File: config.mk
export PLATFORM = sky130hd
export DESIGN_NAME = instr_fetch_ctrl_flat
export DESIGN_NICKNAME = d
export VERILOG_FILES = /design/src/rtl/instr_fetch_ctrl_if.sv /design/src/rtl/instr_fetch_ctrl.sv /design/src/flat_wrapper.sv
export SDC_FILE = /design/constraint.sdc
export NUM_CORES = 1
export LEC_CHECK = 0
export CAP_MARGIN = 25
export CORE_MARGIN = 8
export CORE_UTILIZATION = 55
export DETAILED_ROUTE_END_ITERATION = 6
export DONT_BUFFER_PORTS = 1
export PLACE_DENSITY_LB_ADDON = 0.15
export SLEW_MARGIN = 40
export SYNTH_ARGS = -nofsm -noshare
export SYNTH_HDL_FRONTEND = slang
export SYNTH_SLANG_ARGS = --single-unit
File: constraint.sdc
create_clock -name clk -period 2.3 [get_ports clk]
set_input_delay 0.345 -clock clk [delete_from_list [all_inputs] [get_ports clk]]
set_output_delay 0.345 -clock clk [all_outputs]
set_load 0.02 [all_outputs]
File: src/rtl/instr_fetch_ctrl_if.sv
// Fetch-side bus of instr_fetch_ctrl: instruction-store address/data, decode
// handshake, redirect/trap requests and the r30 exception-pointer writeback.
interface instr_fetch_ctrl_if;
  logic [31:0] pc;
  logic [31:0] id_in;
  logic [31:0] ir;
  logic [31:0] ir_pc;
  logic        ir_valid;
  logic        ir_ready;
  logic        redirect_en;
  logic        redirect_jmp;
  logic [31:0] redirect_tgt;
  logic        illop;
  logic        irq;
  logic        xp_we;
  logic [31:0] xp_data;

  modport master (
    output pc, ir, ir_pc, ir_valid, xp_we, xp_data,
    input  id_in, ir_ready, redirect_en, redirect_jmp, redirect_tgt, illop, irq
  );

  modport slave (
    input  pc, ir, ir_pc, ir_valid, xp_we, xp_data,
    output id_in, ir_ready, redirect_en, redirect_jmp, redirect_tgt, illop, irq
  );
endinterface

File: src/rtl/instr_fetch_ctrl.sv
// PC sequencer / fetch controller: IR register, redirects, ILLOP and XADR traps.
// Optional macro PC_BOUNDS_CHECK_EN traps fetches beyond IMEM_WORDS as ILLOP.
module instr_fetch_ctrl #(
  parameter logic [31:0] RESET_VEC  = 32'h8000_0000,
  parameter logic [31:0] ILLOP_VEC  = 32'h8000_0004,
  parameter logic [31:0] XADR_VEC   = 32'h8000_0008,
  parameter int          IMEM_WORDS = 128
) (
  input  logic              clk,
  input  logic              rst_n,
  instr_fetch_ctrl_if.master bus
);

  typedef enum logic [1:0] {
    ST_RST  = 2'd0,
    ST_RUN  = 2'd1,
    ST_TRAP = 2'd2
  } state_t;

`ifdef PC_BOUNDS_CHECK_EN
  localparam logic BOUNDS_CHECK = 1'b1;
`else
  localparam logic BOUNDS_CHECK = 1'b0;
`endif
  localparam logic [28:0] IMEM_LIM = 29'(IMEM_WORDS);

  state_t      state_r,    state_nxt_s;
  logic [31:0] pc_r,       pc_nxt_s;
  logic [31:0] ir_r,       ir_nxt_s;
  logic [31:0] ir_pc_r,    ir_pc_nxt_s;
  logic        ir_valid_r, ir_valid_nxt_s;
  logic        xp_we_r,    xp_we_nxt_s;
  logic [31:0] xp_data_r,  xp_data_nxt_s;

  logic        fetch_s;
  logic        illop_take_s;
  logic        fetch_fault_s;
  logic        irq_take_s;
  logic        redir_take_s;
  logic [31:0] pc_inc_s;
  logic [31:0] redir_pc_s;

  // Request qualification and candidate next-PC values
  always_comb begin
    fetch_s       = !ir_valid_r || bus.ir_ready;
    illop_take_s  = ir_valid_r && bus.illop;
    fetch_fault_s = BOUNDS_CHECK && fetch_s && (pc_r[30:2] >= IMEM_LIM);
    irq_take_s    = bus.irq && !pc_r[31];
    redir_take_s  = ir_valid_r && bus.redirect_en;
    pc_inc_s      = {pc_r[31], pc_r[30:0] + 31'd4};
    if (bus.redirect_jmp) begin
      // JMP may drop the supervisor bit but can never raise it
      redir_pc_s = {bus.redirect_tgt[31] & pc_r[31], bus.redirect_tgt[30:2], 2'b00};
    end else begin
      redir_pc_s = {pc_r[31], bus.redirect_tgt[30:2], 2'b00};
    end
  end

  // Next-state and next-register logic with illop > irq > redirect > fetch
  always_comb begin
    state_nxt_s    = state_r;
    pc_nxt_s       = pc_r;
    ir_nxt_s       = ir_r;
    ir_pc_nxt_s    = ir_pc_r;
    ir_valid_nxt_s = ir_valid_r;
    xp_we_nxt_s    = 1'b0;
    xp_data_nxt_s  = xp_data_r;
    case (state_r)
      ST_RST: begin
        state_nxt_s    = ST_RUN;
        ir_valid_nxt_s = 1'b0;
      end
      ST_RUN: begin
        if (illop_take_s) begin
          state_nxt_s    = ST_TRAP;
          pc_nxt_s       = ILLOP_VEC;
          xp_data_nxt_s  = ir_pc_r + 32'd4;
          xp_we_nxt_s    = 1'b1;
          ir_valid_nxt_s = 1'b0;
        end else if (fetch_fault_s) begin
          state_nxt_s    = ST_TRAP;
          pc_nxt_s       = ILLOP_VEC;
          xp_data_nxt_s  = pc_r + 32'd4;
          xp_we_nxt_s    = 1'b1;
          ir_valid_nxt_s = 1'b0;
        end else if (irq_take_s) begin
          state_nxt_s    = ST_TRAP;
          pc_nxt_s       = XADR_VEC;
          xp_data_nxt_s  = ir_pc_r + 32'd4;
          xp_we_nxt_s    = 1'b1;
          ir_valid_nxt_s = 1'b0;
        end else if (redir_take_s) begin
          pc_nxt_s       = redir_pc_s;
          ir_valid_nxt_s = 1'b0;
        end else if (fetch_s) begin
          ir_nxt_s       = bus.id_in;
          ir_pc_nxt_s    = pc_r;
          ir_valid_nxt_s = 1'b1;
          pc_nxt_s       = pc_inc_s;
        end else begin
          pc_nxt_s       = pc_r;
          ir_valid_nxt_s = ir_valid_r;
        end
      end
      ST_TRAP: begin
        // xp_we was raised on entry; it drops as the trap completes
        state_nxt_s    = ST_RUN;
        ir_valid_nxt_s = 1'b0;
      end
      default: begin
        state_nxt_s    = ST_RST;
        pc_nxt_s       = RESET_VEC;
        ir_valid_nxt_s = 1'b0;
      end
    endcase
  end

  // State and output registers with synchronous active-low reset
  always_ff @(posedge clk) begin
    if (!rst_n) begin
      state_r    <= ST_RST;
      pc_r       <= RESET_VEC;
      ir_r       <= 32'd0;
      ir_pc_r    <= 32'd0;
      ir_valid_r <= 1'b0;
      xp_we_r    <= 1'b0;
      xp_data_r  <= 32'd0;
    end else begin
      state_r    <= state_nxt_s;
      pc_r       <= pc_nxt_s;
      ir_r       <= ir_nxt_s;
      ir_pc_r    <= ir_pc_nxt_s;
      ir_valid_r <= ir_valid_nxt_s;
      xp_we_r    <= xp_we_nxt_s;
      xp_data_r  <= xp_data_nxt_s;
    end
  end

  assign bus.pc       = pc_r;
  assign bus.ir       = ir_r;
  assign bus.ir_pc    = ir_pc_r;
  assign bus.ir_valid = ir_valid_r;
  assign bus.xp_we    = xp_we_r;
  assign bus.xp_data  = xp_data_r;

endmodule

File: src/flat_wrapper.sv
// flat-port wrapper written by rule: the top's interface ports become plain ports
module instr_fetch_ctrl_flat 
#(
  parameter logic [31:0] RESET_VEC  = 32'h8000_0000,
  parameter logic [31:0] ILLOP_VEC  = 32'h8000_0004,
  parameter logic [31:0] XADR_VEC   = 32'h8000_0008,
  parameter int          IMEM_WORDS = 128
)
  (clk, rst_n, bus_pc, bus_ir, bus_ir_pc, bus_ir_valid, bus_xp_we, bus_xp_data, bus_id_in, bus_ir_ready, bus_redirect_en, bus_redirect_jmp, bus_redirect_tgt, bus_illop, bus_irq);
  instr_fetch_ctrl_if bus_i ();
  input  logic clk;
  input  logic rst_n;
  output wire logic [$bits(bus_i.pc)-1:0] bus_pc;
  output wire logic [$bits(bus_i.ir)-1:0] bus_ir;
  output wire logic [$bits(bus_i.ir_pc)-1:0] bus_ir_pc;
  output wire logic [$bits(bus_i.ir_valid)-1:0] bus_ir_valid;
  output wire logic [$bits(bus_i.xp_we)-1:0] bus_xp_we;
  output wire logic [$bits(bus_i.xp_data)-1:0] bus_xp_data;
  input wire logic [$bits(bus_i.id_in)-1:0] bus_id_in;
  input wire logic [$bits(bus_i.ir_ready)-1:0] bus_ir_ready;
  input wire logic [$bits(bus_i.redirect_en)-1:0] bus_redirect_en;
  input wire logic [$bits(bus_i.redirect_jmp)-1:0] bus_redirect_jmp;
  input wire logic [$bits(bus_i.redirect_tgt)-1:0] bus_redirect_tgt;
  input wire logic [$bits(bus_i.illop)-1:0] bus_illop;
  input wire logic [$bits(bus_i.irq)-1:0] bus_irq;
  assign bus_pc = bus_i.pc;
  assign bus_ir = bus_i.ir;
  assign bus_ir_pc = bus_i.ir_pc;
  assign bus_ir_valid = bus_i.ir_valid;
  assign bus_xp_we = bus_i.xp_we;
  assign bus_xp_data = bus_i.xp_data;
  assign bus_i.id_in = bus_id_in;
  assign bus_i.ir_ready = bus_ir_ready;
  assign bus_i.redirect_en = bus_redirect_en;
  assign bus_i.redirect_jmp = bus_redirect_jmp;
  assign bus_i.redirect_tgt = bus_redirect_tgt;
  assign bus_i.illop = bus_illop;
  assign bus_i.irq = bus_irq;
  instr_fetch_ctrl #(.RESET_VEC(RESET_VEC), .ILLOP_VEC(ILLOP_VEC), .XADR_VEC(XADR_VEC), .IMEM_WORDS(IMEM_WORDS)) u_core (.clk(clk), .rst_n(rst_n), .bus(bus_i));
endmodule
* Yosys cells after proc, flatten, opt, wreduce, memory -nomap -nowiden
Index checks and enable logic that the tools add are counted.
** Storage, ports and cells
- Bits of input ports :: 71
- Output and inout port bits :: 130
- Register bits :: 132
- Word-level logic and storage cells :: 51
** Cells by class
- Reduce and logical (&&, ||, !) cells :: 15
- Muxes and demuxes :: 13
- $add $sub $neg :: 2
- Equal/unequal tests :: 6
- Bitwise gates (word level) :: 7
** Operators with widths (number)
- $mux W32 :: 6
- $pmux W32 S2 :: 1
- $add A32 B3 Y32 const B :: 1
- $add A31 B3 Y31 const B :: 1
- $mux W31 :: 1
- $not A1 Y1 :: 6
- $reduce_and A2 Y1 :: 3
- $ne A5 B1 Y1 const B :: 1
- $reduce_and A5 Y1 :: 1
- $reduce_or A5 Y1 :: 1
- $mux W2 :: 2
- $ne A4 B1 Y1 const B :: 1
- $ne A4 B2 Y1 const B :: 1
- $pmux W2 S2 :: 1
- $logic_and A1 B1 Y1 :: 3
- $ne A3 B1 Y1 const B :: 1
- $reduce_and A3 Y1 :: 1
- $eq A2 B1 Y1 const B :: 1
- $eq A2 B2 Y1 const B :: 1
- $logic_not A1 Y1 :: 2
- $logic_not A2 Y1 :: 1
- $mux W1 :: 2
- $reduce_bool A2 Y1 :: 1
- $reduce_or A2 Y1 :: 1
- other kinds (2) :: 2

* Longest topological paths before layout
Gate-level depths: netlist of the first run.
- Word-level depth :: 7
- Gate-level depth with buffers :: 8
- Depth with buffers taken out :: 6

* Worst setup path after synthesis of the first run
Ideal clock, no wire load.
- Path kind :: register to register
- From :: register u_core.pc_r[2], in the netlist u_core.bus.pc[2]
- To :: register u_core.pc_r[30], in the netlist u_core.bus.pc[30]
- Setup time :: 0.124 ns
- Data required time :: 2.176 ns
- Cell stages (with the launch flop) :: 7
- Clock period less this slack :: 2.183 ns
- Arrival time :: 2.060 ns
- Path buffers :: 0
- Path slack :: 0.117 ns
- Path through :: dfxtp_1 ha_1 nand3_1 or4_4 or4_4 a21oi_2 o211ai_2
** On the way
- Cells in the longest elaborated chain, start to end :: 6
** RTL lines
- start: declaration :: line instr_fetch_ctrl.sv:28 : logic [31:0] pc_r, pc_nxt_s;
- start signal: assignment :: line instr_fetch_ctrl.sv:130 : pc_r <= pc_nxt_s;
- $add A31 B3 Y31 :: line instr_fetch_ctrl.sv:50 : pc_inc_s = {pc_r[31], pc_r[30:0] + 31'd4};
- $mux W31 :: line instr_fetch_ctrl.sv:95 : end else if (fetch_s) begin
- $mux W32 :: line instr_fetch_ctrl.sv:92 : end else if (redir_take_s) begin
- $mux W32 :: line instr_fetch_ctrl.sv:86 : end else if (irq_take_s) begin
- $mux W32 :: line instr_fetch_ctrl.sv:74 : if (illop_take_s) begin
- $pmux W32 S2 :: line instr_fetch_ctrl.sv:68 : case (state_r)
Every way passes these cells. The select of a mux whose other input is x is not followed.
A chain may end at the register's enable or synchronous reset.

* Final worst setup path of the first run
- From :: register u_core.pc_r[31], in the netlist u_core.bus.pc[31]
- To :: register u_core.ir_r[28], in the netlist u_core.bus.ir[28]
** On the way
- Cells in the longest elaborated chain, start to end :: 4
** RTL lines
- $logic_not A1 Y1 :: line instr_fetch_ctrl.sv:48 : irq_take_s = bus.irq && !pc_r[31];
- $logic_and A1 B1 Y1 :: line instr_fetch_ctrl.sv:48
- $not A1 Y1 (no line)
- $reduce_and A5 Y1 (no line)
- end signal: assignment :: line instr_fetch_ctrl.sv:131 : ir_r <= ir_nxt_s;
- end: declaration :: line instr_fetch_ctrl.sv:29 : logic [31:0] ir_r, ir_nxt_s;
Every way passes these cells.

==> run_results.csv, run 1 <==
group,metric,value,unit
die,die_height,120.7,um
clock_tree,clock-sinks,126,
job,maxCapViolCount,0,
placement,place_congestion,0.9265,
sta,slew_viol_final,0,
route,drt-vias-per-instance,5.919,
clock_tree,clockBufferDepth,2,
setup_path,reg2reg_slack,0.21,ns
yosys,synthesis.area,6035,sq um
yosys,synthFlopType,"dfxtp_1",
clock_tree,cts_tree,"done",
sta,setup_tns,0,ns
setup_path,worst-path-buf-inv,1,
die,ios,201,
global_route,grt_pass1_vias,5566,
power,ir_drop,573.0,uV
route,wl,19.13,mm
global_route,grt_start_max_net_pins,104,
die,start_util,55.91,%
setup_path,crit_type,"flip-flop to flip-flop",
clock_tree,cts_root_buf,"clkbuf_8",
power,power_density,721.4,nW/um^2
yosys,synth_edf_count,0,
sta,fin_crit,2.091,ns
placement,portBuffers,0,
sta,max_slew_margin,59.89,%
layout,fin_nets,915,
yosys,synth_seq_cells,126,
power,p_leak,2.806,nW
global_route,grt_overflow,0,
yosys,async_reset_ff_share,0,%
setup_path,cpMaxStageDelayCell,"dfxtp_1",
sta,clock.fmax,0.4783,GHz
route,drcViolationCount,0,
global_route,grt_pass1_wl,29.83,mm
sta,worstMarginPinSlew,0.5976,ns
clock_tree,clkTransAtPathRegs,0.06,ns
setup_path,start_kind,"flip-flop",
yosys,synthTopCellsByArea,"dfxtp_1 42%, nand2_1 11%, a21boi_0 8.0%",
yosys,netlist.top_cell.by_area,"dfxtp_1",
yosys,postSynthAreaPerCell,7.951,sq um
setup_path,timing.rr.end,"u_core.bus.ir[28]",
setup_path,path_cells,"nor2b_1, nor3_1, and3_2, buf_4, nand2_1, a21boi_0",
worst_hold_path,min_to,"u_core.bus.pc[5]",
layout,drive_gt1_share,12.51,%
route,detail-route-antenna-nets,0,
setup_path,cpLargestDelayFamily,"simple AND/OR/NAND/NOR gates",
clock_tree,cts_buffers,17,
route,dr.pass1.iters,5,
outcome,status,"finished, final reports clean",
clock_tree,insertion_delay,0.54,ns
die,rows,38,
route,drtIter0Drc,602,
global_route,antenna_found_initial,1,
setup_path,reg2reg_depth,6,
worst_hold_path,hold_class,"primary input to flip-flop",
setup_path,r2r-start,"u_core.bus.pc[31]",
die,core_area,10790,sq um
die,die_area,14580,sq um
setup_path,endpoint_kind,"flip-flop",
yosys,yosys_warnings,0,
setup_path,crit_path_max_fanout,32,
sta,timing.final.crit_share,90.91,%
yosys,ys_seq_area_share,41.80,%
layout,design_area,7585,sq um
layout,area_delta_synth_final,25.69,%
sta,setup_violations,0,
route,vias,5895,
yosys,ys_types,59,
worst_hold_path,holdCritStartpoint,"bus_redirect_tgt[5]",
clock_tree,htree_levels,4,
yosys,synth_top_area_share,41.80,%
global_route,grt_usage,25.67,%
die,die_w,120.7,um
worst_hold_path,holdPathStages,2,
sta,finClkSkew,0.01090,ns
clock_tree,post-cts-setup-buffers,0,
sta,hold_viol,0,
setup_path,cp_data_required_time,2.74,ns
placement,placed_cell_area,6525,sq um
route,wl_per_cell,19.21,um
setup_path,critPathMaxStageDelay,0.50,ns
placement,hpwl,13.36,mm
yosys,netlist_instances,759,
setup_path,arrival,2.53,ns
synth_stat cells (15+ instances only):
library cell	n
nor3_1	16
nor2_1	30
clkbuf_1	42
nand3_1	30
a21oi_1	37
nand4_1	17
nand2_1	178
dfxtp_1	126
xnor2_1	15
a21boi_0	64
o21ai_0	49
cells by family (layout without fill, tap and decap cells):
group                      Yosys count  in the layout  synth area share [%]
and+or+nand+nor                    330            330                 25.86
AOI/OAI and AO/OA                  208            208                 23.10
DFF                                126            126                 41.80
buffers and inverters               63            154                 4.499
xor gates and xnor gates            26             26                 3.774
muxes                                3              3                0.4976
adders and majority gates            2              2                0.4146
other                                1              7               0.06214
timing repair:
action	4_1_cts	5_1_grt
resized for setup	0	0
hold buffers	48	0
endpoints found under the setup margin	0	0
hold endpoints to repair	114	0
where the power goes:
part           switching [mW]  leakage [nW]  total (mW)  internal, mW
Combinational           0.308          1.50       0.511         0.203
Sequential              0.148          1.02        2.41          2.27
Clock                   0.929         0.280        2.55          1.62
Total                    1.38          2.81        5.47          4.09
registers in the layout, summed over array words and instances, names as in the netlist:
register,flops
u_core.bus.xp_data,30
u_core.bus.ir_pc,30
u_core.bus.ir,32
u_core.state_r,2
u_core.bus.pc,30
u_core.bus.ir_valid,1
u_core.bus.xp_we,1
cells in the final DEF (no fill, tap or decap), types with 4 or more instances in the layout:
cell | netlist | routed
nor3_1 | 16 | 16
a22o_1 | 8 | 8
nor4_1 | 11 | 11
a21oi_1 | 37 | 36
clkbuf_1 | 42 | 5
inv_1 | 8 | 8
o31ai_1 | 6 | 6
nand3_1 | 30 | 29
clkbuf_8 | 0 | 4
buf_4 | 8 | 64
o22ai_1 | 6 | 6
dfxtp_1 | 126 | 126
a21o_1 | 4 | 4
xnor2_1 | 15 | 15
a21boi_0 | 64 | 64
nand4_1 | 17 | 17
clkinv_2 | 0 | 5
clkbuf_16 | 0 | 16
o211a_1 | 5 | 5
xor2_1 | 11 | 11
o21ai_0 | 49 | 48
and3_1 | 11 | 10
nor2_1 | 30 | 30
and4_1 | 10 | 10
nand2_1 | 178 | 178
and2_1 | 6 | 6
dlygate4sd3_1 | 0 | 47
o2bb2ai_1 | 4 | 4
conb_1 | 1 | 6
final cells by class:
| type | count | area (sq um) |
|---|---|---|
| Antenna cell | 1 | 2.502 |
| Clock buffer | 25 | 474.2 |
| Clock inverter | 7 | 85.08 |
| Fill cell | 859 | 3208 |
| Inverter | 8 | 30.03 |
| Multi-Input combinational cell | 575 | 3277 |
| Sequential cell | 126 | 2522 |
| Tap cell | 140 | 175.2 |
| Timing Repair Buffer | 114 | 1018 |
stage by stage:
stage / std cells / hold WS (ns) / worst slack (ns) / utilization [%] / total power, mW
2_1_floorplan: 764 / 0.4670 / 0.1168 / - / 2.765
3_3_place_gp: 915 / 0.4744 / 0.3232 / 60.46 / 2.849
3_5_place_dp: 915 / 0.4817 / 0.2792 / 60.46 / 2.868
4_1_cts: 995 / 0.002637 / 0.2674 / 70.25 / 5.485
5_1_grt: 996 / 0.009002 / -0.006877 / 70.28 / 5.653
6_report: 996 / 0.01822 / 0.2091 / 70.28 / 5.472
worst max-delay path by stage:
stage	from	endpoint	slack [ns]	depth (start not counted)
6_report	u_core.bus.pc[31]	u_core.bus.ir[28]	0.21	6
5_1_grt	u_core.bus.pc[31]	u_core.bus.ir[28]	-0.007	6
4_1_cts	u_core.bus.pc[31]	u_core.bus.ir[28]	0.27	6
3_5_place_dp	u_core.bus.pc[31]	u_core.bus.ir[28]	0.28	6
3_3_place_gp	u_core.bus.pc[31]	u_core.bus.pc[7]	0.32	6
2_1_floorplan	u_core.bus.pc[2]	u_core.bus.pc[30]	0.12	6
routing by layer:
metal	wire [um]	global-route usage [%]	share of wire [%]	vias up
met5	0	0	0	-
met4	292	9.290	1.5	0
met3	1882	9.417	9.8	30
met2	9092	40.71	48	253
met1	7863	31.33	41	2776
li1	-	-	-	2836
Power figures use the tool's default switching activity.
==> run 2, diff against run 1 <==
--- a/config.mk
+++ b/config.mk
@@ -8,6 +8,7 @@
 export CAP_MARGIN = 25
 export CORE_MARGIN = 8
 export CORE_UTILIZATION = 55
+export CTS_CLUSTER_DIAMETER = 120
 export DETAILED_ROUTE_END_ITERATION = 6
 export DONT_BUFFER_PORTS = 1
 export PLACE_DENSITY_LB_ADDON = 0.15
==> results of run 2 <==
The final DEF is identical to that of run 1; final timing and power are the same.
==> run 3, diff against run 2 <==
--- a/config.mk
+++ b/config.mk
@@ -11,7 +11,9 @@
 export CTS_CLUSTER_DIAMETER = 120
 export DETAILED_ROUTE_END_ITERATION = 6
 export DONT_BUFFER_PORTS = 1
+export HOLD_SLACK_MARGIN = 0.06
 export PLACE_DENSITY_LB_ADDON = 0.15
+export SKIP_LAST_GASP = 1
 export SLEW_MARGIN = 40
 export SYNTH_ARGS = -nofsm -noshare
 export SYNTH_HDL_FRONTEND = slang
==> constraint.sdc (replaced) <==
create_clock -name clk -period 2.55 [get_ports clk]
set_input_delay 0.3825 -clock clk [delete_from_list [all_inputs] [get_ports clk]]
set_output_delay 0.3825 -clock clk [all_outputs]
set_load 0.02 [all_outputs]
==> run_results.csv, run 3 (synthesis results as in run 1) <==
group,metric,value,unit
outcome,status,"finished, final reports clean",
setup_path,endpoint_kind,"flip-flop",
route,dr.pass1.iters,5,
power,p_leak,2.785,nW
sta,timing.final.crit_share,91.63,%
layout,largest_reg_flops,32,
placement,placed_cell_area,6432,sq um
clock_tree,clkTransAtPathRegs,0.06,ns
global_route,antenna_found_initial,0,
layout,multi_input_area,3277,sq um
setup_path,crit_path_max_fanout,14,
sta,finClkSkew,0.006714,ns
die,die_area,14580,sq um
sta,rsz0062_at_grt,"no",
worst_hold_path,holdCritStartpoint,"bus_redirect_tgt[6]",
route,wl_per_cell,19.34,um
clock_tree,cts_buffers,17,
layout,utilization,70.42,%
setup_path,cp_data_required_time,3.03,ns
global_route,grt_overflow,0,
sta,setup_tns,0,ns
power,power_density,677.0,nW/um^2
clock_tree,cts_tree,"done",
route,drtIter0Drc,517,
global_route,met1_usage,30.31,%
setup_path,arrival,2.81,ns
worst_hold_path,hold_class,"primary input to flip-flop",
die,start_util,55.91,%
setup_path,r2r-start,"u_core.bus.pc[31]",
global_route,grt_usage,25.95,%
setup_path,reg2reg_slack,0.21,ns
die,die_w,120.7,um
route,vias,5836,
route,drt-vias-per-instance,5.889,
layout,ff_latch_area,2522,sq um
layout,mostFrequentLayoutCells,"178 x nand2_1, 126 x dfxtp_1, 64 x a21boi_0, 57 x buf_4, 52 x dlygate4sd3_1",
global_route,gr-usage-met2,42.24,%
global_route,grt_pass1_vias,5631,
clock_tree,insertion_delay,0.53,ns
layout,fin_nets,911,
layout,design_area,7600,sq um
sta,clock.fmax,0.4280,GHz
die,ios,201,
placement,portBuffers,0,
sta,fin_crit,2.336,ns
layout,drive_gt1_share,12.10,%
clock_tree,cts_root_buf,"clkbuf_8",
setup_path,start_kind,"flip-flop",
layout,nFillCells,854,
layout,area_delta_synth_final,25.94,%
sta,worstMarginPinSlew,0.5822,ns
global_route,grt_start_max_net_pins,107,
global_route,grt_pass1_wl,30.03,mm
clock_tree,clockBufferDepth,2,
setup_path,crit_type,"flip-flop to flip-flop",
die,core_area,10790,sq um
job,maxCapViolCount,0,
layout,layout_commonest_cell,"nand2_1",
placement,hpwl,13.39,mm
sta,slew_viol_final,0,
route,detail-route-antenna-nets,0,
clock_tree,cts_resized,0,
global_route,grtUsageMet3,9.231,%
global_route,grt-busiest-layer,"met2",
route,wl,19.16,mm
power,ir_drop,494.9,uV
clock_tree,clock-sinks,126,
die,die_height,120.7,um
sta,hold_viol,0,
layout,diodes,0,
setup_path,critPathLaunch,"u_core.bus.pc[31]",
route,drcViolationCount,0,
placement,place_congestion,0.9321,
sta,setup_violations,0,
die,rows,38,
clock_tree,htree_levels,4,
sta,max_slew_margin,60.93,%
==> run 3: cell types whose count changed in the layout (fill, tap and decap cells not counted), moves of 2 or more <==
cell	change
buf_12	-2
clkinvlp_4	+4
clkbuf_1	-5
clkinv_2	-2
bufinv_16	+2
clkbuf_8	-2
buf_4	-7
clkinv_4	+2
dlygate4sd3_1	+5
==> run 3: cell type report <==
type | count | area share (%)
tap | 140 | 2.305
timing repair buffer | 110 | 12.84
multi-input combinational | 575 | 43.12
clock inverter | 14 | 2.519
clock buffer | 18 | 5.631
inverter | 8 | 0.3951
sequential | 126 | 33.19
==> run 3: where the power goes <==
| part | switching [mW] | internal, mW |
|---|---|---|
| logic | 0.277 | 0.177 |
| registers | 0.135 | 2.04 |
| clock network | 0.902 | 1.61 |
| total | 1.31 | 3.83 |
==> run 3: metal layers <==
metal	share of wire, %	vias to the layer above	routed length, um
met3	10	28	1992
met1	40	2704	7602
met4	1.8	0	348
li1	-	2842	-
met5	0	-	0
met2	48	262	9218
==> run 3: metrics by stage <==
step	worst slack [ns]	instances	hold slack (ns)	power, mW
after global routing	0.1025	991	0.06458	5.318
final	0.2135	991	0.08232	5.145
after floorplan	0.3668	764	0.5045	2.494
after CTS	0.2319	991	0.06915	5.160
after detailed placement	0.4189	906	0.5162	2.576
after global placement	0.4900	906	0.5121	2.557
==> run 3: worst paths after layout <==
| path | endpoint | cells past startpoint |
|---|---|---|
| min reg2reg | u_core.bus.ir[4] | 2 |
| max | u_core.bus.pc[29] | 5 |
| min | u_core.bus.pc[6] | 2 |
| max reg2reg | u_core.bus.pc[29] | 5 |
==> run 3: what timing repair did <==
action,in CTS,in global routing
endpoints found under the hold margin,119,0
setup endpoints to repair,0,0
buffers inserted,0,0
hold buffers,53,0
==> run 3: worst max-delay path, stage by stage (launching register included) <==
cell	delay [ns]
dfxtp_1	0.51
nand2b_1	0.34
and4_1	0.56
o21ai_0	0.15
o21ai_0	0.17
dlygate4sd3_1	0.56
==> RTL edit: new RTL, settings of run 1 <==
The 3 states of `state_t` get a one-hot encoding in 3 bits.
--- a/src/rtl/instr_fetch_ctrl.sv
+++ b/src/rtl/instr_fetch_ctrl.sv
@@ -11,10 +11,10 @@
   instr_fetch_ctrl_if.master bus
 );
 
-  typedef enum logic [1:0] {
-    ST_RST  = 2'd0,
-    ST_RUN  = 2'd1,
-    ST_TRAP = 2'd2
+  typedef enum logic [2:0] {
+    ST_RST  = 3'b001,
+    ST_RUN  = 3'b010,
+    ST_TRAP = 3'b100
   } state_t;
 
 `ifdef PC_BOUNDS_CHECK_EN
Check against the original RTL: no difference found for any inputs over 4 cycles, from zero or initial values and one cycle with rst_n low; so few cycles prove little.
==> RTL edit against run 1 <==
  * Cell area fell by 3.0%
  * Combinational power fell by 27%
  * Sequential share of layout area rose by 1.3 points
  * Wire length fell by 1.9%
  * Sequential cell count rose by 1
  * Setup slack improved by 43 ps
  * Critical path depth did not move
  * Die area fell by 4.0%
  * Area after synthesis fell by 4.7%
  * Power rose by 1.2%
  * Critical endpoint is now u_core.bus.pc[19]
==> RTL edit: results <==
[grt]
grt_pass1_wl_um = 29890
grt_usage_pct = 26.06
antenna_found_initial = 0
grt_max_degree = 80
grt_pass1_vias = 5510

[hold_path]
min_path_type = in2reg

[synthesis]
synth_area_leaders = dfxtp_1 44%, nand2_1 11%, a21oi_1 8.8%
synth-seq-area-share_pct = 44.19
synthAdderAreaFrac_pct = 0.4350
synth_cell_type_count = 53
synth_commonest_cells = 164 x nand2_1, 127 x dfxtp_1, 101 x a21oi_1, 48 x o21ai_0, 35 x clkbuf_1
syn_inst = 729
synth_compound_area_share_pct = 21.20
synth_ff_type = dfxtp_1
synthMuxAreaShare_pct = 0.1957
synth_xor_area_share_pct = 5.481

[pwr]
vdd_ir_drop_max_mv = 0.4278
leakagePower_nw = 2.512

[worst_setup_path]
crit_fanout = 10
reg2reg_slack_ps = 250
arrival_ps = 2480
crit_family = simple AND/OR/NAND/NOR gates
reg2reg_to = u_core.bus.pc[19]
critPathSlowestCell = or3b_4
rr_worst_depth = 6
slowest_delay_ps = 450
path_class = reg2reg
crit_start = u_core.state_r[2]

[sta]
hold_violations = 0
finClkSkew_ps = 8.042
slew_headroom_pct = 57.17

[final_layout]
area_delta_synth_final_pct = 27.95
nets = 886
fin_cells = 961
n_antenna_cell = 0
n_fill_cell = 822
drive_gt1_share_pct = 14.06

[clock_tree]
post_cts_resized = 0
htree_levels = 4
clock_path_buffers = 2
clkLatencyLatePin_ps = 520
cts_made_buffers = 17
cts_root_buffer = clkbuf_8

[route]
drtIter0Drc = 570
vias = 5756
wl_per_cell_um = 19.54
dr.pass1.iters = 5

[place]
dp_hpwl_um = 13210
port_buffers = 0
gp_congestion = 0.9381

[status]
outcome = complete, no violations
[RTL edit: changes by cell type after synthesis, moves of 7 or more]
cell      change
clkbuf_1      -7
a21oi_1      +64
and3_1        -8
nand2_1      -14
a21boi_0     -63
xor2_1       +16
a22oi_1      +10
[RTL edit: metrics by stage]
stage / cell area, um^2 / worst slack, ps / hold slack, ps / power, mW / util, %
after floorplan: 5772 / 151.9 / 477.8 / 2.571 / -
after global placement: 6357 / 341.7 / 433.0 / 2.644 / 62.14
after detailed placement: 6357 / 312.8 / 455.5 / 2.653 / 62.14
after CTS: 7361 / 260.1 / 5.454 / 5.554 / 71.95
after global routing: 7361 / 148.9 / 23.69 / 5.689 / 71.95
final: 7361 / 252.5 / 24.97 / 5.538 / 71.95
[RTL edit: where the power goes]
| group | internal (mW) | total (mW) | switching (mW) | leakage (nW) |
|---|---|---|---|---|
| sequential | 2.24 | 2.31 | 0.0659 | 1.02 |
| clock | 1.91 | 2.86 | 0.945 | 0.303 |
| combinational | 0.139 | 0.374 | 0.236 | 1.18 |
| total | 4.29 | 5.54 | 1.25 | 2.51 |
[RTL edit: area by class of cell]
cell class              instances  area share, %
clock buffers                  20          6.051
clock inverters                11          2.550
inverters                       5         0.2550
multi-input cells             551          40.93
flip-flops and latches        127          34.54
well taps                     136          2.312
repair buffers                111          13.36
[RTL edit: logic make-up (layout without fill, tap and decap cells)]
| family | after synthesis | after routing |
|---|---|---|
| muxes | 1 | 1 |
| xor gates and xnor gates | 36 | 36 |
| adders and majority gates | 2 | 2 |
| AOI/OAI and AO/OA | 210 | 210 |
| other | 1 | 6 |
| buffers and inverters | 56 | 147 |
| and+or+nand+nor | 296 | 296 |
| DFF | 127 | 127 |
[RTL edit: metal layers]
layer | GRT usage (%) | up-vias | share of wire, % | wire length [um]
li1 | - | 2741 | - | -
met1 | 31.99 | 2644 | 40 | 7438
met2 | 41.31 | 333 | 46 | 8669
met3 | 10.14 | 38 | 13 | 2351
met4 | 8.006 | 0 | 1.7 | 316
met5 | 0 | - | 0 | 0
[RTL edit: timing repair]
action,4_1_cts,5_1_grt
hold buffers,36,0
endpoints found under the hold margin,67,0
setup buffers,0,0
[RTL edit: worst min-delay path by stage]
stage | start | end | slack (ps) | depth (start not counted)
floorplan | bus_redirect_tgt[25] | u_core.bus.pc[25] | 480 | 2
global placement | rst_n | u_core.state_r[0] | 430 | 1
detailed placement | rst_n | u_core.state_r[0] | 460 | 1
CTS | rst_n | u_core.bus.pc[4] | 5 | 2
global route | rst_n | u_core.bus.pc[4] | 20 | 2
finish | bus_redirect_tgt[19] | u_core.bus.pc[19] | 20 | 2
